[src/rtl/pci_bus_arbiter.sv]
// Round-robin PCI bus arbiter: one active-low grant at a time, bus parking,
// hidden arbitration during transfers and an unused-grant timeout.
module pci_bus_arbiter #(
  parameter int N_MASTERS   = 4,
  parameter int PARK_MASTER = 0,
  parameter int PARK_EN     = 1,
  parameter int GNT_TIMEOUT = 16
) (
  input  logic                 clk,
  input  logic                 reset_low,
  input  logic                 Frame,
  input  logic                 IRDY,
  input  logic [N_MASTERS-1:0] REQ_n,
  output logic [N_MASTERS-1:0] GNT_n,
  output logic [2:0]           bus_owner,
  output logic                 owner_valid,
  output logic                 gnt_timeout
);

  localparam int CW = $clog2(GNT_TIMEOUT);
  localparam logic [CW-1:0] TO_LAST = CW'(GNT_TIMEOUT - 1);
  localparam logic [N_MASTERS-1:0] ALL_HI = {N_MASTERS{1'b1}};
  localparam logic [N_MASTERS-1:0] PARK_GNT = (PARK_EN != 0) ?
      ~({{(N_MASTERS-1){1'b0}}, 1'b1} << PARK_MASTER) : {N_MASTERS{1'b1}};

  typedef enum logic [1:0] {
    S_IDLE  = 2'd0,
    S_GAP   = 2'd1,
    S_GRANT = 2'd2,
    S_BUSY  = 2'd3
  } state_t;

  state_t                 state_r, state_s;
  logic [N_MASTERS-1:0]   gnt_n_r, gnt_n_s;
  logic [2:0]             owner_r, owner_s;
  logic                   owner_valid_r, owner_valid_s;
  logic                   timeout_r, timeout_s;
  logic [2:0]             last_r, last_s;
  logic [2:0]             win_r, win_s;
  logic [CW-1:0]          cnt_r, cnt_s;

  logic [2:0]             pick_s;
  logic [N_MASTERS-1:0]   pick_oh_s;
  logic [N_MASTERS-1:0]   win_oh_s;
  logic                   bus_idle_s;
  logic                   any_req_s;
  logic                   win_req_s;
  logic                   other_req_s;

  // Nearest requester after 'last', wrapping modulo N_MASTERS.
  function automatic logic [2:0] pick_winner(input logic [N_MASTERS-1:0] req_n,
                                             input logic [2:0] last);
    logic [2:0] best;
    int         best_d;
    int         d;
    best   = last;
    best_d = N_MASTERS;
    for (int j = 0; j < N_MASTERS; j++) begin
      d = (j + N_MASTERS - 1 - int'(last)) % N_MASTERS;
      if (!req_n[j] && (d < best_d)) begin
        best   = 3'(j);
        best_d = d;
      end else begin
        best_d = best_d;
      end
    end
    return best;
  endfunction

  function automatic logic [N_MASTERS-1:0] onehot(input logic [2:0] idx);
    logic [N_MASTERS-1:0] oh;
    for (int j = 0; j < N_MASTERS; j++) begin
      oh[j] = (3'(j) == idx);
    end
    return oh;
  endfunction

  // Request decoding against the current and the candidate winner.
  always_comb begin
    bus_idle_s  = Frame & IRDY;
    any_req_s   = ~&REQ_n;
    pick_s      = pick_winner(REQ_n, last_r);
    pick_oh_s   = onehot(pick_s);
    win_oh_s    = onehot(win_r);
    win_req_s   = |(~REQ_n & win_oh_s);
    other_req_s = |(~REQ_n & ~win_oh_s);
  end

  // Next-state and registered-output computation.
  always_comb begin
    state_s       = state_r;
    gnt_n_s       = gnt_n_r;
    owner_s       = owner_r;
    owner_valid_s = owner_valid_r;
    timeout_s     = 1'b0;
    last_s        = last_r;
    win_s         = win_r;
    cnt_s         = cnt_r;
    case (state_r)
      S_IDLE: begin
        if (bus_idle_s && any_req_s) begin
          win_s = pick_s;
          cnt_s = '0;
          if (|(~gnt_n_r & pick_oh_s)) begin
            state_s = S_GRANT;
          end else if (~&gnt_n_r) begin
            gnt_n_s = ALL_HI;
            state_s = S_GAP;
          end else begin
            gnt_n_s = ~pick_oh_s;
            state_s = S_GRANT;
          end
        end else if (!any_req_s) begin
          gnt_n_s = PARK_GNT;
        end else begin
          gnt_n_s = gnt_n_r;
        end
      end
      S_GAP: begin
        if (any_req_s) begin
          win_s   = pick_s;
          gnt_n_s = ~pick_oh_s;
          cnt_s   = '0;
          state_s = S_GRANT;
        end else begin
          gnt_n_s = ALL_HI;
          state_s = S_IDLE;
        end
      end
      S_GRANT: begin
        // A started transaction takes precedence over a coincident timeout.
        if (!Frame) begin
          owner_s       = win_r;
          owner_valid_s = 1'b1;
          cnt_s         = '0;
          state_s       = S_BUSY;
        end else if (!win_req_s) begin
          gnt_n_s = ALL_HI;
          state_s = S_IDLE;
        end else if (cnt_r == TO_LAST) begin
          gnt_n_s   = ALL_HI;
          timeout_s = 1'b1;
          last_s    = win_r;
          state_s   = S_IDLE;
        end else begin
          cnt_s = cnt_r + CW'(1);
        end
      end
      S_BUSY: begin
        if (bus_idle_s) begin
          owner_valid_s = 1'b0;
          last_s        = win_r;
          if (win_req_s && !other_req_s) begin
            gnt_n_s = ~win_oh_s;
            cnt_s   = '0;
            state_s = S_GRANT;
          end else begin
            gnt_n_s = ALL_HI;
            state_s = S_IDLE;
          end
        end else if (other_req_s) begin
          gnt_n_s = ALL_HI;
        end else begin
          gnt_n_s = gnt_n_r;
        end
      end
      default: begin
        gnt_n_s       = ALL_HI;
        owner_valid_s = 1'b0;
        state_s       = S_IDLE;
      end
    endcase
  end

  // State and output registers.
  always_ff @(posedge clk or negedge reset_low) begin
    if (!reset_low) begin
      state_r       <= S_IDLE;
      gnt_n_r       <= ALL_HI;
      owner_r       <= 3'd0;
      owner_valid_r <= 1'b0;
      timeout_r     <= 1'b0;
      last_r        <= 3'(N_MASTERS - 1);
      win_r         <= 3'd0;
      cnt_r         <= '0;
    end else begin
      state_r       <= state_s;
      gnt_n_r       <= gnt_n_s;
      owner_r       <= owner_s;
      owner_valid_r <= owner_valid_s;
      timeout_r     <= timeout_s;
      last_r        <= last_s;
      win_r         <= win_s;
      cnt_r         <= cnt_s;
    end
  end

  assign GNT_n       = gnt_n_r;
  assign bus_owner   = owner_r;
  assign owner_valid = owner_valid_r;
  assign gnt_timeout = timeout_r;

endmodule

[config.mk]
export PLATFORM = sky130hd
export DESIGN_NAME = pci_bus_arbiter
export DESIGN_NICKNAME = d
export VERILOG_FILES = /design/src/rtl/pci_bus_arbiter.sv
export SDC_FILE = /design/constraint.sdc
export NUM_CORES = 1
export LEC_CHECK = 0
export ABC_AREA = 1
export ABC_CLOCK_PERIOD_IN_PS = 5600
export CAP_MARGIN = 0
export CORE_MARGIN = 2
export CORE_UTILIZATION = 29
export CTS_CLUSTER_DIAMETER = 80
export DETAILED_ROUTE_END_ITERATION = 7
export PLACE_DENSITY = 0.55
export SLEW_MARGIN = 15
export SYNTH_ARGS = -nofsm -noshare
export SYNTH_HDL_FRONTEND = slang
export SYNTH_SLANG_ARGS = --single-unit
[constraint.sdc]
create_clock -name clk -period 5.6 [get_ports clk]
set_input_delay 0.56 -clock clk [delete_from_list [all_inputs] [get_ports clk]]
set_output_delay 0.56 -clock clk [all_outputs]
set_load 0.1 [all_outputs]
==> results.json <==
{
  "first_global_vias": 1605,
  "path_max_fanout": 9,
  "cts-buffers-inserted": 3,
  "drive_gt1_share_pct": 6.71,
  "worst_setup_path_start_kind": "register",
  "synth-seq-cells": 21,
  "antenna_found_initial": 0,
  "hold_violations": 0,
  "cpPeakStageDelay_ns": 0.63,
  "num_io_pins": 17,
  "rsz0062_at_grt": "no",
  "drc": 0,
  "syn_area_um2": 1710,
  "syn_inst": 263,
  "crit_top_cell": "nand2_1",
  "port_buffers": 16,
  "dp_hpwl_um": 3250,
  "root_buffer": "clkbuf_8",
  "drtPass1Iterations": 6,
  "place_ws_ns": 0.759,
  "die_x_um": 80.9,
  "yosys.cell_types.count": 28,
  "cts_resized": 0,
  "postCtsSetupRepairBufs": 0,
  "track_usage_pct": 13.3,
  "grt_overflow": 0,
  "chipHeight_um": 80.9,
  "avgSynthCellArea_um2": 6.52,
  "clk_latency_ns": 0.27,
  "rows": 28,
  "slew_viol_final": 0,
  "dr_total_vias": 1673,
  "whs_ns": 0.485,
  "drt_wl_total_um": 3960,
  "grt_start_max_net_pins": 22,
  "via_per_inst": 4.67,
  "num-fill-cells": 644,
  "status": "completed",
  "hold_buffers": 0,
  "cts_sinks": 21,
  "synth_most_common_cell": "nand2_1",
  "drt_iter0_drc": 111,
  "synth_edf_count": 0,
  "cts_tree": "built",
  "synth_top_flop_cell": "dfrtp_1",
  "critPathArrivalTime_ns": 4.93,
  "area_growth_pct": 17.7,
  "setup_viol": 0,
  "ant_nets": 0,
  "synth_top_area_cell": "dfrtp_1",
  "worstHoldPathType": "reg -> reg",
  "synth_nets": 284,
  "die_area_um2": 6540,
  "ys_warn_count": 0,
  "maxSlewHeadroom_pct": 35.0,
  "htreeDepth": 1,
  "setup_slack_ns": 0.887,
  "final-seq-area_um2": 533,
  "max_freq_ghz": 0.212,
  "nets": 305,
  "synth.area.top_cells": "dfrtp_1, nand2_1, ha_1",
  "path_clk_slew_ns": 0.08,
  "instances_no_fill": 358,
  "clock_skew_ns": 0.00227,
  "synth_top_cell_area_share_pct": 21.9,
  "cap_violations": 0,
  "timing.final.crit_share_pct": 84.2,
  "async_flop_share_pct": 100,
  "tns_ns": 0,
  "synth.yosys.seq_area_share_pct": 31.1,
  "start_util_pct": 29.5,
  "crit_type": "reg -> reg",
  "multi_input_area_um2": 1020,
  "crit_slowest_cell": "dfstp_2",
  "period_minus_slack_ns": 4.71,
  "tightest_slew_ns": 0.971,
  "wire_per_inst_um": 11.1,
  "required_ns": 5.81,
  "placedCellCount": 354,
  "core_um2": 5820,
  "gp_congestion": 0.816,
  "end_kind": "register",
  "antennaDiodeCount": 0,
  "synth.top_cells.by_count": "nand2_1, inv_1, nor2_1",
  "cts_max_path_buffers": 2,
  "grt_pass1_wl_um": 6940
}
[sequential cells by signal, summed over array words and instances (netlist names)]
register / count
GNT_n: 4
bus_owner: 3
cnt_r: 4
gnt_timeout: 1
last_r: 3
owner_valid: 1
state_r: 2
win_r: 3
[kinds of logic after synthesis]
| family | after synthesis | share of synthesized area, % |
|---|---|---|
| flops | 21 | 31.1 |
| buf+inv | 43 | 9.42 |
| mux | 1 | 0.584 |
| compound gates | 41 | 13.9 |
| fa+ha+maj | 13 | 9.49 |
| simple gates | 144 | 35.5 |
[cell usage in the layout, fill, tap and decap left out, types with 2 or more instances in the layout]
cell             count
nand2_1             78
o31ai_1              3
nand2_2              5
o21ai_1              2
o21ai_0             19
o22ai_1              2
ha_1                13
dfstp_2              6
dfrtp_1             15
clkdlybuf4s50_1     16
inv_1               42
nor3_1               6
nor2_1              30
clkbuf_8             3
a211oi_1             2
o211ai_1             2
nand4_1              4
a21oi_1              7
nand3_1             16
[layer usage]
metal  routed length [um]  part of all wire [%]  vias to the layer above  global-route usage, %
met5                    0                     0                        -                      0
met1                 2130                    54                      748                   18.7
met4                   34                  0.86                        0                   2.54
met3                  130                   3.3                        4                   2.56
li1                     -                     -                      895                      -
met2                 1670                    42                       26                   21.3
[per-stage QoR]
stage               area (um^2)  util (%)
floorplan                  1710         -
global placement           1970      33.8
detailed placement         1970      33.8
CTS                        2020      34.7
global route               2020      34.7
finish                     2020      34.7
[worst max-delay path, delay by kind of cell, from the launching register on]
family	cells	cell delay, ns
simple gates	18	1.93
fa+ha+maj	4	1.04
compound gates	4	0.87
flops	1	0.63
buf+inv	2	0.20
[cell type report]
| cell class | instances | area share [%] |
|---|---|---|
| clock buffer | 3 | 2.05 |
| clock inverter | 1 | 0.372 |
| inverter | 43 | 8.00 |
| multi-input combinational | 199 | 50.6 |
| sequential | 21 | 26.4 |
| tap | 75 | 4.65 |
| timing repair buffer | 16 | 7.94 |
[final timing paths]
check | startpoint | to | slack, ns | cells past startpoint
min in group asynchronous | reset_low | cnt_r[2] | 0.80 | 1
worst min register to register | GNT_n[1] | GNT_n[1] | 0.49 | 2
max in group asynchronous | reset_low | state_r[1] | 4.24 | 1
worst min-delay path | GNT_n[1] | GNT_n[1] | 0.49 | 2
worst max-delay path | last_r[1] | GNT_n[0] | 0.89 | 28
worst max register to register | last_r[1] | GNT_n[0] | 0.89 | 28
Power is not shown: default switching activity piles up to over one toggle a cycle in this logic, so the estimate is an artifact.
